**config.mk**
```make
export PLATFORM = sky130hd
export DESIGN_NAME = switch_handshake_host
export DESIGN_NICKNAME = d
export VERILOG_FILES = /design/src/rtl/switch_handshake_host_pkg.sv /design/src/rtl/switch_handshake_host_hs_timer.sv /design/src/rtl/switch_handshake_host.sv
export SDC_FILE = /design/constraint.sdc
export NUM_CORES = 1
export LEC_CHECK = 0
export CORE_ASPECT_RATIO = 0.7
export CORE_UTILIZATION = 40
export CTS_CLUSTER_SIZE = 16
export DETAILED_ROUTE_END_ITERATION = 8
export GPL_TIMING_DRIVEN = 1
export MAX_ROUTING_LAYER = met4
export PLACE_DENSITY = 0.67
export SLEW_MARGIN = 0
export SYNTH_ARGS = -nofsm -noshare
export SYNTH_HDL_FRONTEND = slang
export SYNTH_SLANG_ARGS = --single-unit
```
**constraint.sdc**
```tcl
create_clock -name clk -period 1.9 [get_ports clk]
set_input_delay 0.285 -clock clk [delete_from_list [all_inputs] [get_ports clk]]
set_output_delay 0.285 -clock clk [all_outputs]
set_load 0.01 [all_outputs]
```
**src/rtl/switch_handshake_host_pkg.sv**
```systemverilog
// Shared types for the host side of the picoMIPS switch handshake.
// The state enum and the data size are also used by the decoder bench.
package switch_handshake_host_pkg;

    localparam int HS_DATA_SIZE = 8;

    typedef enum logic [2:0] {
        HS_IDLE,
        HS_SETUP,
        HS_HIGH,
        HS_LOW,
        HS_ERROR
    } hs_state_t;

    // The timer must hold both the setup load and the hold-wait load.
    function automatic int hs_timer_width(input int setup_cycles, input int timeout_cycles);
        int max_val;
        max_val = (setup_cycles > timeout_cycles) ? setup_cycles : timeout_cycles;
        return (max_val < 2) ? 1 : $clog2(max_val + 1);
    endfunction

endpackage

```
**src/rtl/switch_handshake_host_hs_timer.sv**
```systemverilog
// Loadable down-counter. It is done while the count sits at zero.
// The same counter serves the setup hold and the HIGH/LOW ack waits.
module hs_timer #(
    parameter int CNT = 8
) (
    input  logic           clk,
    input  logic           nReset,
    input  logic           load,
    input  logic [CNT-1:0] load_val,
    input  logic           en,
    output logic           done
);

    localparam logic [CNT-1:0] ONE = 1;

    logic [CNT-1:0] count_reg;

    always_ff @(posedge clk) begin
        if (!nReset) begin
            count_reg <= '0;
        end else if (load) begin
            count_reg <= load_val;
        end else if (en && (count_reg != '0)) begin
            count_reg <= count_reg - ONE;
        end
    end

    assign done = (count_reg == '0);

endmodule

```
**src/rtl/switch_handshake_host.sv**
```systemverilog
// Host-side driver for the picoMIPS WLD1/WLD0 handshake. It presents each accepted word on sw_data,
// runs sw8 through a 0-1-0 cycle, and moves on only after the processor acks each phase.
module switch_handshake_host
    import switch_handshake_host_pkg::*;
#(
    parameter int DATA_W         = HS_DATA_SIZE,
    parameter int SETUP_CYCLES   = 2,
    parameter int TIMEOUT_CYCLES = 1024,
    parameter int CNT_W          = 16
) (
    input  logic              clk,
    input  logic              nReset,
    input  logic [DATA_W-1:0] in_data,
    input  logic              in_valid,
    output logic              in_ready,
    output logic [DATA_W-1:0] sw_data,
    output logic              sw8,
    input  logic              ack,
    input  logic              err_clr,
    output logic              busy,
    output logic              timeout,
    output logic [CNT_W-1:0]  words_sent
);

    localparam int TW = hs_timer_width(SETUP_CYCLES, TIMEOUT_CYCLES);
    localparam logic [TW-1:0] SETUP_LOAD = TW'(SETUP_CYCLES);
    // The wait count is loaded one below the limit, so zero lands on the last allowed cycle.
    localparam logic [TW-1:0] HOLD_LOAD  = (TIMEOUT_CYCLES == 0) ? '0 : TW'(TIMEOUT_CYCLES - 1);
    localparam logic [CNT_W-1:0] WORD_INC = 1;

    hs_state_t         state_reg;
    logic [DATA_W-1:0] sw_data_reg;
    logic              sw8_reg;
    logic              in_ready_reg;
    logic              busy_reg;
    logic              timeout_reg;
    logic [CNT_W-1:0]  words_sent_reg;

    logic          timer_load;
    logic [TW-1:0] timer_val;
    logic          timer_done;
    logic          hold_expired;
    logic          accept;

    assign accept       = in_valid && in_ready_reg;
    assign hold_expired = (TIMEOUT_CYCLES != 0) && timer_done;

    // Reload the timer on every entry into SETUP, HIGH and LOW.
    always_comb begin
        timer_load = 1'b0;
        timer_val  = HOLD_LOAD;
        case (state_reg)
            HS_IDLE: begin
                if (accept) begin
                    timer_load = 1'b1;
                    timer_val  = SETUP_LOAD;
                end
            end
            HS_SETUP: timer_load = timer_done;
            HS_HIGH:  timer_load = ack;
            default:  timer_load = 1'b0;
        endcase
    end

    hs_timer #(
        .CNT(TW)
    ) u_timer (
        .clk      (clk),
        .nReset   (nReset),
        .load     (timer_load),
        .load_val (timer_val),
        .en       (1'b1),
        .done     (timer_done)
    );

    always_ff @(posedge clk) begin
        if (!nReset) begin
            state_reg      <= HS_IDLE;
            sw_data_reg    <= '0;
            sw8_reg        <= 1'b0;
            in_ready_reg   <= 1'b0;
            busy_reg       <= 1'b0;
            timeout_reg    <= 1'b0;
            words_sent_reg <= '0;
        end else begin
            case (state_reg)
                HS_IDLE: begin
                    in_ready_reg <= 1'b1;
                    if (accept) begin
                        sw_data_reg  <= in_data;
                        in_ready_reg <= 1'b0;
                        busy_reg     <= 1'b1;
                        state_reg    <= HS_SETUP;
                    end
                end
                HS_SETUP: begin
                    if (timer_done) begin
                        sw8_reg   <= 1'b1;
                        state_reg <= HS_HIGH;
                    end
                end
                HS_HIGH: begin
                    // An ack on the final allowed cycle beats the timeout.
                    if (ack) begin
                        sw8_reg   <= 1'b0;
                        state_reg <= HS_LOW;
                    end else if (hold_expired) begin
                        sw8_reg     <= 1'b0;
                        timeout_reg <= 1'b1;
                        state_reg   <= HS_ERROR;
                    end
                end
                HS_LOW: begin
                    if (ack) begin
                        words_sent_reg <= words_sent_reg + WORD_INC;
                        in_ready_reg   <= 1'b1;
                        busy_reg       <= 1'b0;
                        state_reg      <= HS_IDLE;
                    end else if (hold_expired) begin
                        timeout_reg <= 1'b1;
                        state_reg   <= HS_ERROR;
                    end
                end
                HS_ERROR: begin
                    if (err_clr) begin
                        timeout_reg  <= 1'b0;
                        sw_data_reg  <= '0;
                        in_ready_reg <= 1'b1;
                        busy_reg     <= 1'b0;
                        state_reg    <= HS_IDLE;
                    end
                end
                default: state_reg <= HS_IDLE;
            endcase
        end
    end

    assign in_ready   = in_ready_reg;
    assign sw_data    = sw_data_reg;
    assign sw8        = sw8_reg;
    assign busy       = busy_reg;
    assign timeout    = timeout_reg;
    assign words_sent = words_sent_reg;

endmodule

```
Word level (Yosys, flattened, before mapping)
Index checks and enable logic that the tools add are counted.
{"block": "classes", "addsub": 2, "n_mul": 0, "div_mod_pow": 0, "order_cmp": 0, "n_eq_ne": 11, "shift": 0, "muxes": 30, "bitwise": 0, "reduce_logical": 17}
{"cell": "$mux 11", "n": 3}
{"cell": "$mux 3", "n": 6}
{"cell": "$add 16x1->16 const B", "n": 1}
{"cell": "$mux 8", "n": 2}
{"cell": "$pmux 8 s2", "n": 1}
{"cell": "$pmux 3 s5", "n": 1}
{"cell": "$reduce_and 3->1", "n": 4}
{"cell": "$logic_not 11->1", "n": 1}
{"cell": "$mux 1", "n": 11}
{"cell": "$reduce_bool 11->1", "n": 1}
{"cell": "$sub 11x1->11 const B", "n": 1}
{"cell": "$mux 10", "n": 1}
{"cell": "$ne 2x2->1 const B", "n": 5}
{"cell": "$pmux 1 s3", "n": 3}
{"cell": "$reduce_and 4->1", "n": 2}
{"cell": "$reduce_bool 2->1", "n": 4}
{"cell": "$eq 3x2->1 const B", "n": 2}
{"cell": "$pmux 1 s2", "n": 2}
{"cell": "$eq 3x1->1 const B", "n": 1}
{"cell": "$eq 3x3->1 const B", "n": 1}
{"cell": "$logic_not 3->1", "n": 1}
{"cell": "$ne 3x3->1 const B", "n": 1}
{"cell": "$reduce_bool 3->1", "n": 1}
{"cell": "$ne 2x1->1 const B", "n": 1}
{"cell": "3 further kinds", "n": 3}
{"block": "totals", "reg_bits": 42, "latch_bits": 0, "ram_bits": 0, "romBits": 0, "input_bits": 13, "out_inout_bits": 28, "word_cells": 68, "memories": 0}

Depth between registers and ports, before layout
Gate-level depths: netlist (run 1).
{"block": "logic_depth", "depth_word": 4, "ltp_mapped": 8, "mapped_depth_nobuf": 6}

Cells and area by module
Synthesis (run 1) repeated with hierarchy kept, for this count alone.
{"block": "hier_totals", "hier_cells": 239, "hier_area_um2": 1986.9}
{"module": "switch_handshake_host", "instances": 1, "cells_per_inst": 164, "area_each_um2": 1373.8, "seq_area_each_um2": 620.6}
{"module": "hs_timer", "instances": 1, "cells_per_inst": 75, "area_each_um2": 613.1, "seq_area_each_um2": 220.2}

Worst setup path before layout (run 1)
Ideal clock, no wire load.
{"block": "synth_timing", "path_kind": "register -> register", "startpoint": "reg u_timer.count_reg[0]", "endpoint": "reg u_timer.count_reg[0]", "setup_ns": 0.117, "arrival_ns": 1.852, "t_required_ns": 1.783, "slack_ns": -0.069, "stages_incl_launch_ff": 9, "n_path_buf": 2, "synth_period_minus_slack_ns": 1.969, "cell_sequence": "dfxtp_1 > inv_1 > ha_1 > or4b_1 > buf_2 > nor4_4 > buf_6 > o21bai_1 > a32o_1"}
{"block": "synth_between", "elab_chain_cells": 3, "word_cells_on_any_way": 7, "cone_classes": "add/sub: 1; mux: 3; reduce/logical: 3"}
{"element": "start, declared", "line_no": "switch_handshake_host_hs_timer.sv:16", "source": "logic [CNT-1:0] count_reg;"}
{"element": "start signal, assigned", "line_no": "switch_handshake_host_hs_timer.sv:22", "source": "count_reg <= load_val;"}
{"element": "start signal, assigned", "line_no": "switch_handshake_host_hs_timer.sv:24", "source": "count_reg <= count_reg - ONE;"}
{"element": "$sub 11x1->11 or $logic_not 11->1 (tied branches)", "line_no": "switch_handshake_host_hs_timer.sv:24, switch_handshake_host_hs_timer.sv:28"}
{"element": "$mux 11 or $pmux 1 s3 (tied branches)", "line_no": "switch_handshake_host_hs_timer.sv:23, switch_handshake_host.sv:52"}
{"element": "$mux 11 or $reduce_bool 2->1 (tied branches)"}
Several ways; a longest one is shown, not always the timed one. The select of a mux whose other input is x is not followed.
A chain may end at the register's enable or synchronous reset.

Worst setup path in the final report (run 1)
{"block": "layout_timing", "startpoint": "reg u_timer.count_reg[0]", "endpoint": "reg u_timer.count_reg[8]"}
The elaborated chain is that of the path after synthesis.

==> metrics.csv, run 1 <==
stage;metric;value;unit
status;status;finished with violations;
status;violated checks;negative setup slack;
setup_path;R2R setup slack;-20;ps
synth;sequential area share after synthesis;41.69;%
floorplanning;Die Ht;61.41;um
synth;synth unique cells;48;
setup_path;Worst EP required;2140;ps
cts;Worst-path clk slew;90;ps
synth;top cells by area, synth;dfxtp_1, nand2_1, a21oi_1;
synth;cells after synthesis;234;
pwr;Leakage;1.099;nW
detailed_routing;detailed-route wire length per cell;13.50;um
setup_path;CP max stage delay;540;ps
global_route;largest net degree at the start of global routing;27;
min_path;Worst Hold Path EP;timeout$_SDFFE_PN0P_;
setup_path;Setup crit start;u_timer.count_reg[0]$_SDFFE_PN0P_;
finish;Layout Nets;319;
detailed_routing;drt via density;5.294;
setup_path;CP Class;flop to flop;
floorplanning;# rows;21;
synth;Synth Warn #;0;
detailed_routing;WL met2;2072;um
min_path;min-delay src;timeout$_SDFFE_PN0P_;
cts;clock root cell;clkbuf_8;
global_route;initial antenna violation count;0;
sta;setup repair after global routing missed its margin;true;
pwr;total power;2.964;mW
detailed_routing;DR pass1 iterations;5;
floorplanning;starting density of the core;41.95;%
synth;number of synthesized register bits;42;
place;Post-Place Setup Slack;-295.9;ps
detailed_routing;final antenna-violating net count;0;
sta;endpoints failing setup;1;
finish;layout cells sized above 1;20.33;%
place;Post-Place Cell Area;2729;sq um
cts;Clk Latency, worst-skew pair;290;ps
global_route;GRT Overall Usage;20.31;%
detailed_routing;highest metal used;met3;
detailed_routing;Detailed Route Iter0 Violations;101;
pwr;VDD IR max;0.6171;mV
setup_path;CP Max Fanout;8;
global_route;global-route wire length before repair;8107;um
synth;number of synthesized flops with an enable pin;0;
sta;post-layout minimum cycle time;1915;ps
detailed_routing;DRT Wirelength;5050;um
sta;Slew Limit Fails;0;
floorplanning;die footprint;5335;sq um
sta;hold violation count in the final report;0;
pwr;Clock Power Share;20.2;%
floorplanning;IO Pins;41;
place;routability congestion estimate;0.7789;
setup_path;Crit. End Element;flop;
sta;WHS;463.5;ps
pwr;pwr/cell area;1030;nW/um^2
place;Placed Instances;364;
flow_run;max-cap violations;0;
sta;Rel. slew slack;73.47;%
setup_path;Reg-to-Reg Start;u_timer.count_reg[0]$_SDFFE_PN0P_;
cts;clock sinks;42;
synth;synthesized area;2017;sq um
finish;Util after Layout;59.82;%
sta;Post-Route Setup TNS;-15.00;ps
cts;CTS tree;yes;
finish;Finished Layout Cells;374;
setup_path;critical path launch point type;flop;
pwr;Cell Int Power;1.952;mW
finish;max reg flops;16;
synth;syn_nets;249;
detailed_routing;WL met3;259;um
cts;Max Buffers Root-to-Sink;2;
cts;htree depth;2;
cts;CTS buffer count;5;
min_path;hold crit path type;flop to flop;
pwr;sequential share of power;36.9;%
floorplanning;die width;86.87;um
sta;Max Clock Freq;522.2;MHz
setup_path;critical-path cell list;inv_2 -> ha_4 -> or4b_4 -> or4_1 -> a211oi_2 -> o21a_1;
floorplanning;area of the core;4808;sq um
global_route;vias in the first global route;1701;
sta;Final Cycle Share;100.8;%
finish;Area growth syn-to-layout;42.62;%
place;dpl hpwl;3626;um
detailed_routing;detailed-route via count;1980;
finish;Final Cell Area;2877;sq um
setup_path;WP data arrival;2160;ps
finish;Antenna Diode Count;0;
detailed_routing;Post-Route M1 WL;2718;um
synth;Async SR Flop Fraction;0;%
setup_path;cell count of the worst reg-to-reg path;6;
sta;Worst-Margin Slew;396.8;ps
synth;largest area contributor in the netlist;dfxtp_1;
setup_path;r2r endpoint;u_timer.count_reg[8]$_SDFFE_PN0P_;
global_route;total grt overflow;0;
synth;Synth top area share;41.69;%
min_path;hold path depth;2;
sta;Layout Skew;5.699;ps
finish;fill count;438;
synth;Mean Syn Cell Area;8.619;sq um
pwr;switching share of power;34.13;%
detailed_routing;Remaining DRCs;0;
pwr;P_sw;1.012;mW
synth;Main synth FF type;dfxtp_1;
place;port bufs;40;
pwr;Comb pwr share;42.9;%
setup_path;critical path's slowest cell;or4b_4;
sta;Setup WS post-layout;-15.00;ps
==> how the worst max path moves through the flow <==
stage | to | slack [ps]
floorplan | u_timer.count_reg[0]$_SDFFE_PN0P_ | -40
global placement | words_sent[14]$_SDFFE_PN0P_ | -240
detailed placement | words_sent[12]$_SDFFE_PN0P_ | -300
CTS | u_timer.count_reg[1]$_SDFFE_PN0P_ | -10
global route | u_timer.count_reg[1]$_SDFFE_PN0P_ | -120
finish | u_timer.count_reg[8]$_SDFFE_PN0P_ | -20
==> cells in the final DEF (no fill, tap or decap), types with 2 or more instances in the layout <==
master	synthesis	routed
dfxtp_2	0	2
o21a_1	10	10
xor2_1	4	4
clkinvlp_4	0	2
inv_2	1	3
o211ai_1	2	2
buf_4	1	32
a211oi_2	1	2
nor2_1	16	16
xnor2_1	7	7
a21o_1	2	2
o21ai_0	5	5
nor4_1	4	4
or4_4	1	3
nor3_1	6	6
and4b_1	2	2
nor2b_1	2	2
nand4_1	3	3
buf_6	1	3
a21oi_1	18	18
or3_1	6	6
inv_1	6	4
dfxtp_1	42	40
o31ai_1	8	8
nand2_1	27	27
a211oi_1	6	5
or4_1	8	6
clkdlybuf4s50_1	0	39
clkbuf_8	0	5
nand3_1	13	13
==> cell usage after synthesis, types with 2 or more instances <==
cell type,count
xor2_1,4
o21ai_0,5
nand4_1,3
dfxtp_1,42
a21o_1,2
buf_2,3
nand3_1,13
o31ai_1,8
nor2b_1,2
a211oi_1,6
o21a_1,10
and4b_1,2
or4_1,8
ha_1,2
nand2_1,27
nor4_1,4
nor2_1,16
clkbuf_1,8
or3_1,6
a21oi_1,18
o211ai_1,2
xnor2_1,7
nor3_1,6
inv_1,6
==> layer usage <==
metal,vias up,track usage (%)
met5,-,-
met4,0,2.143
met2,53,29.36
li1,996,-
met3,0,4.826
met1,931,29.49
==> what timing repair did <==
item                       4_1_cts  5_1_grt
cloned                           0        1
gates resized for setup          2        8
setup endpoints to repair        2       14
pin swaps                        0        6
setup buffers                    0        1
hold buffers                     0        0
==> final cells by class <==
type | instances | area [sq um] | area share (%)
Multi-Input combinational cell | 171 | 1126 | 39.15
Timing Repair Buffer | 77 | 701.9 | 24.40
Inverter | 7 | 26.28 | 0.9134
Sequential cell | 42 | 843.3 | 29.32
Tap cell | 69 | 86.33 | 3.001
Clock buffer | 5 | 68.82 | 2.392
Clock inverter | 3 | 23.77 | 0.8264
==> power by group through the flow <==
stage | Combinational, mW | Sequential (mW) | Clock (mW)
2_1_floorplan | 0.737 | 1.13 | 0
3_3_place_gp | 1.12 | 1.11 | 0
3_5_place_dp | 1.15 | 1.11 | 0
4_1_cts | 1.18 | 1.09 | 0.609
5_1_grt | 1.40 | 1.11 | 0.656
6_report | 1.27 | 1.09 | 0.599
==> logic make-up (layout without fill, tap and decap cells) <==
family / Yosys count / after routing / share of synthesized area (%)
mux: 1 / 1 / 0.4963
xor+xnor: 11 / 11 / 4.777
buf+inv: 21 / 92 / 4.652
flops: 42 / 42 / 41.69
compound gates: 58 / 58 / 19.35
fa+ha+maj: 2 / 2 / 1.240
simple gates: 99 / 99 / 27.79
==> critical path, delay by kind of cell (launching register included) <==
kind	cells	cell delay, ps
adders and majority gates	1	140
DFF	1	330
and+or+nand+nor	2	980
buffers and inverters	1	60
AOI/OAI and AO/OA	2	360
Note: power is estimated with default switching activity, not from simulation.
==> inputs of run 2 (changes only) <==
- PLACE_DENSITY: 0.67 -> 0.65
==> run 2 against run 1 <==
Net effect:
- the run now ends clean
- power about the same
- register-to-register slack improved by 20 ps
- utilization decreased by 0.23 points
- count of clock-buffer cells in the layout increased by 2
- fmax increased by 0.97%
- clock power increased by 2%
- via count decreased by 1.1%
- highest routed layer is now met4
==> metrics.csv, run 2 (same netlist as run 1, synthesis figures left out) <==
stage;metric;value;unit;change
status;status;completed;;
global_route;GRT Overall Usage;20.92;%;+0.61 points
sta;WHS;466.5;ps;+2.950 ps
place;port bufs;40;;unchanged
cts;clock root cell;clkbuf_8;;
sta;Slew Limit Fails;0;;unchanged
floorplanning;die width;86.87;um;unchanged
pwr;pwr/cell area;1035;nW/um^2;+0.48%
finish;max reg flops;16;;unchanged
finish;Area growth syn-to-layout;42.06;%;
min_path;hold crit path type;flop to flop;;
floorplanning;area of the core;4808;sq um;unchanged
finish;Layout Nets;319;;unchanged
global_route;initial antenna violation count;0;;unchanged
setup_path;CP Max Fanout;8;;unchanged
sta;Worst-Margin Slew;396.5;ps;-0.3210 ps
finish;most frequent cells in the layout;dfxtp_1, clkdlybuf4s50_1, buf_4, nand2_1, a21oi_1;;
cts;CTS buffer count;5;;unchanged
detailed_routing;Detailed Route Iter0 Violations;92;;-8.9%
cts;Worst-path clk slew;80;ps;about the same
flow_run;max-cap violations;0;;unchanged
finish;Finished Layout Cells;374;;unchanged
setup_path;critical path launch point type;flop;;
setup_path;Crit. End Element;flop;;
finish;layout cells sized above 1;20.66;%;+0.33 points
setup_path;CP Class;flop to flop;;
sta;Max Clock Freq;527.2;MHz;+0.97%
setup_path;Worst EP required;2100;ps;-40 ps
cts;clock sinks;42;;unchanged
sta;setup repair after global routing missed its margin;true;;
place;Post-Place Setup Slack;-347.7;ps;-51.82 ps
detailed_routing;detailed-route via count;1958;;-1.1%
sta;Final Cycle Share;99.82;%;-0.97 points
sta;hold violation count in the final report;0;;unchanged
finish;Util after Layout;59.59;%;-0.23 points
global_route;largest net degree at the start of global routing;27;;unchanged
cts;Clk Latency, worst-skew pair;300;ps;about the same
cts;Post-CTS Hold Fix Bufs;0;;unchanged
detailed_routing;final antenna-violating net count;0;;unchanged
sta;Setup WS post-layout;3.350;ps;+18.35 ps
place;dpl hpwl;3688;um;+1.7%
cts;Max Buffers Root-to-Sink;2;;unchanged
detailed_routing;drt via density;5.235;;-1.1%
detailed_routing;DR pass1 iterations;4;;-1
detailed_routing;Remaining DRCs;0;;unchanged
sta;post-layout minimum cycle time;1897;ps;-18.35 ps
global_route;total grt overflow;0;;unchanged
setup_path;WP data arrival;2100;ps;-60 ps
floorplanning;Die Ht;61.41;um;unchanged
finish;Antenna Diode Count;0;;unchanged
cts;htree depth;2;;unchanged
detailed_routing;detailed-route wire length per cell;13.78;um;+2.1%
sta;Layout Skew;5.726;ps;+0.02629 ps
floorplanning;die footprint;5335;sq um;unchanged
finish;Final Cell Area;2865;sq um;-0.39%
pwr;VDD IR max;0.5781;mV;-6.3%
floorplanning;IO Pins;41;;unchanged
global_route;global-route wire length before repair;8162;um;+0.68%
global_route;vias in the first global route;1646;;-3.2%
sta;Post-Route Setup TNS;0;ps;+15.00 ps
place;Placed Instances;362;;-0.55%
place;Post-Place Cell Area;2714;sq um;-0.55%
detailed_routing;DRT Wirelength;5154;um;+2.1%
pwr;total power;2.966;mW;about the same
sta;Rel. slew slack;73.50;%;about the same
place;routability congestion estimate;0.8508;;+9.2%
floorplanning;# rows;21;;unchanged
cts;CTS tree;yes;;
pwr;Leakage;1.094;nW;-0.44%
floorplanning;starting density of the core;41.95;%;unchanged
sta;endpoints failing setup;0;;-1
-- run 2: metal layers --
| layer | track usage, % | wire length [um] | vias up |
|---|---|---|---|
| li1 | - | - | 999 |
| met1 | 31.03 | 2809 | 898 |
| met2 | 27.45 | 2013 | 55 |
| met3 | 5.228 | 278 | 6 |
| met4 | 5.714 | 53 | 0 |
| met5 | - | 0 | - |
-- run 2: power by group --
part,internal (mW),switching (mW),leakage [nW]
Sequential,1.00,0.104,0.343
Clock,0.294,0.314,0.0482
Combinational,0.681,0.570,0.703
-- run 2: critical path: stages, from the launching register on --
cell and delay, ps:
dfxtp_2 340, inv_2 60, ha_4 130, or4b_4 530, nor4_4 210, buf_4 190
o211ai_1 90, a31o_2 250
-- run 2: worst paths after layout --
check	from	to	slack, ps	depth (start not counted)
setup / recovery	u_timer.count_reg[0]$_SDFFE_PN0P_	sw8$_SDFFE_PN0P_	3	7
hold / removal	sw_data[6]$_SDFFE_PN0P_	sw_data[6]$_SDFFE_PN0P_	470	2
setup reg to reg	u_timer.count_reg[0]$_SDFFE_PN0P_	sw8$_SDFFE_PN0P_	3	7
hold reg to reg	sw_data[6]$_SDFFE_PN0P_	sw_data[6]$_SDFFE_PN0P_	470	2
-- run 2: area by class of cell --
cell class | instances | area, sq um
fillers | 446 | 1943
multi-input cells | 171 | 1124
flip-flops and latches | 42 | 844.6
repair buffers | 77 | 693.2
clock buffers | 7 | 86.33
well taps | 69 | 86.33
inverters | 7 | 26.28
clock inverters | 1 | 5.005
-- run 2: what timing repair did --
action | CTS | global route
endpoints found under the setup margin | 4 | 15
hold endpoints to repair | 0 | 0
gates cloned | 0 | 0
pin swaps | 3 | 2
gates resized for setup | 2 | 6
setup buffers | 2 | 2
==> inputs of run 3 (changes only) <==
- REMOVE_ABC_BUFFERS: default -> 1
==> run 3 against run 2 <==
Net effect:
- final area increased by 1.1%
- wire length decreased by 2.3%
- combinational power about the same
- clock power increased by 41%
- largest power group unchanged
- highest routed layer unchanged
==> metrics.csv, run 3 (same netlist as run 1, synthesis figures left out) <==
stage;metric;value;unit;change
finish;Antenna Diode Count;0;;unchanged
detailed_routing;Detailed Route Iter0 Violations;85;;-7.6%
finish;layout cells sized above 1;19.93;%;-0.72 points
sta;Final Cycle Share;98.09;%;-1.7 points
cts;Worst-path clk slew;80;ps;about the same
min_path;hold path depth;2;;unchanged
setup_path;cell count of the worst reg-to-reg path;7;;unchanged
min_path;min-delay src;timeout$_SDFFE_PN0P_;;
global_route;most crowded layer after global routing;met1;;
cts;clock sinks;42;;unchanged
setup_path;CP Class;flop to flop;;
min_path;hold crit path type;flop to flop;;
detailed_routing;DR pass1 iterations;4;;unchanged
global_route;total grt overflow;0;;unchanged
place;routability congestion estimate;0.8513;;about the same
status;status;completed;;
global_route;vias in the first global route;1709;;+3.8%
floorplanning;IO Pins;41;;unchanged
sta;Max Clock Freq;536.6;MHz;+1.8%
detailed_routing;detailed-route via count;1954;;-0.20%
floorplanning;area of the core;4808;sq um;unchanged
place;Post-Place Cell Area;2706;sq um;-0.28%
sta;hold violation count in the final report;0;;unchanged
detailed_routing;drt via density;5.211;;-0.47%
cts;Post-CTS Hold Fix Bufs;0;;unchanged
setup_path;Reg-to-Reg Start;u_timer.count_reg[0]$_SDFFE_PN0P_;;
sta;Rel. slew slack;69.26;%;-4.2 points
floorplanning;die footprint;5335;sq um;unchanged
finish;most common cell after layout, fill and taps aside;dfxtp_1;;
global_route;largest net degree at the start of global routing;27;;unchanged
global_route;met2 GRT Util;27.33;%;-0.11 points
place;Placed Instances;365;;+0.83%
setup_path;WP data arrival;2060;ps;-40 ps
global_route;global-route wire length before repair;8128;um;-0.42%
cts;CTS tree;yes;;
finish;fill count;453;;+1.6%
place;dpl hpwl;3661;um;-0.72%
sta;post-layout minimum cycle time;1864;ps;-32.89 ps
finish;Layout Nets;320;;+0.31%
sta;setup repair after global routing missed its margin;true;;
floorplanning;starting density of the core;41.95;%;unchanged
sta;Post-Route Setup TNS;0;ps;unchanged
sta;Slew Limit Fails;0;;unchanged
floorplanning;# rows;21;;unchanged
global_route;met3 GRT Util;4.826;%;-0.40 points
detailed_routing;DRT Wirelength;5036;um;-2.3%
detailed_routing;Remaining DRCs;0;;unchanged
min_path;Worst Hold Path EP;timeout$_SDFFE_PN0P_;;
setup_path;Crit. End Element;flop;;
floorplanning;Die Ht;61.41;um;unchanged
cts;CTS buffer count;5;;unchanged
cts;Max Buffers Root-to-Sink;2;;unchanged
finish;most frequent cells in the layout;dfxtp_1, clkdlybuf4s50_1, buf_4, nand2_1, a21oi_1;;
setup_path;CP Max Fanout;8;;unchanged
cts;clock root cell;clkbuf_8;;
flow_run;max-cap violations;0;;unchanged
pwr;VDD IR max;0.6718;mV;+16%
finish;Finished Layout Cells;375;;+0.27%
finish;Area growth syn-to-layout;43.61;%;
global_route;initial antenna violation count;0;;unchanged
global_route;GRT Overall Usage;20.99;%;+0.072 points
setup_path;r2r endpoint;sw8$_SDFFE_PN0P_;;
setup_path;critical path launch point type;flop;;
setup_path;R2R setup slack;40;ps;+30 ps
finish;Final Cell Area;2897;sq um;+1.1%
detailed_routing;final antenna-violating net count;0;;unchanged
detailed_routing;detailed-route wire length per cell;13.43;um;-2.6%
cts;Clk Latency, worst-skew pair;300;ps;about the same
floorplanning;die width;86.87;um;unchanged
pwr;pwr/cell area;1106;nW/um^2;+6.8%
finish;max reg flops;16;;unchanged
setup_path;Worst EP required;2100;ps;about the same
sta;endpoints failing setup;0;;unchanged
sta;Layout Skew;8.845;ps;+3.119 ps
pwr;Leakage;1.115;nW;+1.9%
global_route;M1 GR Usage;30.95;%;-0.076 points
place;port bufs;40;;unchanged
sta;Worst-Margin Slew;459.8;ps;+63.30 ps
cts;htree depth;2;;unchanged
run 3: cell types whose count changed in the layout (fill, tap and decap cells not counted), sizes merged:
cell / previous run / this run
bufinv: 0 / 2
clkbuf: 7 / 5
buf: 37 / 38
run 3: metrics by stage:
stage	power (mW)	setup slack [ps]	hold WS, ps	utilization, %
3_5_place_dp	2.229	-243.1	452.9	56.28
5_1_grt	3.403	-61.66	488.5	60.24
2_1_floorplan	1.746	-246.0	402.5	-
3_3_place_gp	2.211	-206.0	445.7	56.28
4_1_cts	3.217	-13.62	464.9	60.16
6_report	3.203	36.24	461.1	60.24
run 3: cell type report:
cell class | count | area [sq um] | area share (%)
Timing Repair Buffer | 78 | 695.7 | 24.02
Multi-Input combinational cell | 171 | 1107 | 38.23
Sequential cell | 42 | 843.3 | 29.11
Tap cell | 69 | 86.33 | 2.981
Inverter | 7 | 26.28 | 0.9071
Clock buffer | 5 | 68.82 | 2.376
Clock inverter | 3 | 68.82 | 2.376
run 3: critical path, cell delays in order (launching register included):
cell	delay [ps]
dfxtp_2	330
inv_2	60
ha_4	120
or4b_4	510
nor4_4	220
buf_6	180
o211ai_1	90
a31o_2	250
run 3: timing repair:
| item | 4_1_cts | 5_1_grt |
|---|---|---|
| buffers inserted | 3 | 0 |
| gates resized for setup | 9 | 4 |
| pin swaps | 1 | 1 |
| setup endpoints to repair | 3 | 15 |
run 3: per-layer routing:
metal	share of wire, %	vias to the layer above	wire, um
li1	-	1002	-
met3	3.7	6	186
met2	39	45	1985
met4	1.2	0	62
met5	0	-	0
met1	56	901	2802
run 3: how the worst max path moves through the flow:
stage                                        to  depth (start not counted)                         startpoint  slack (ps)
detailed placement  words_sent[13]$_SDFFE_PN0P_                          5                                ack        -240
global placement    words_sent[13]$_SDFFE_PN0P_                          5                                ack        -210
CTS                            sw8$_SDFFE_PN0P_                          8  u_timer.count_reg[0]$_SDFFE_PN0P_         -10
global route                   sw8$_SDFFE_PN0P_                          7  u_timer.count_reg[0]$_SDFFE_PN0P_         -60
floorplan                      sw8$_SDFFE_PN0P_                          6  u_timer.count_reg[0]$_SDFFE_PN0P_        -250
finish                         sw8$_SDFFE_PN0P_                          7  u_timer.count_reg[0]$_SDFFE_PN0P_          40
run 3: power breakdown:
part | internal (mW) | switching [mW] | total (mW)
clock | 0.527 | 0.332 | 0.858
sequential | 1.00 | 0.0826 | 1.09
combinational | 0.684 | 0.576 | 1.26
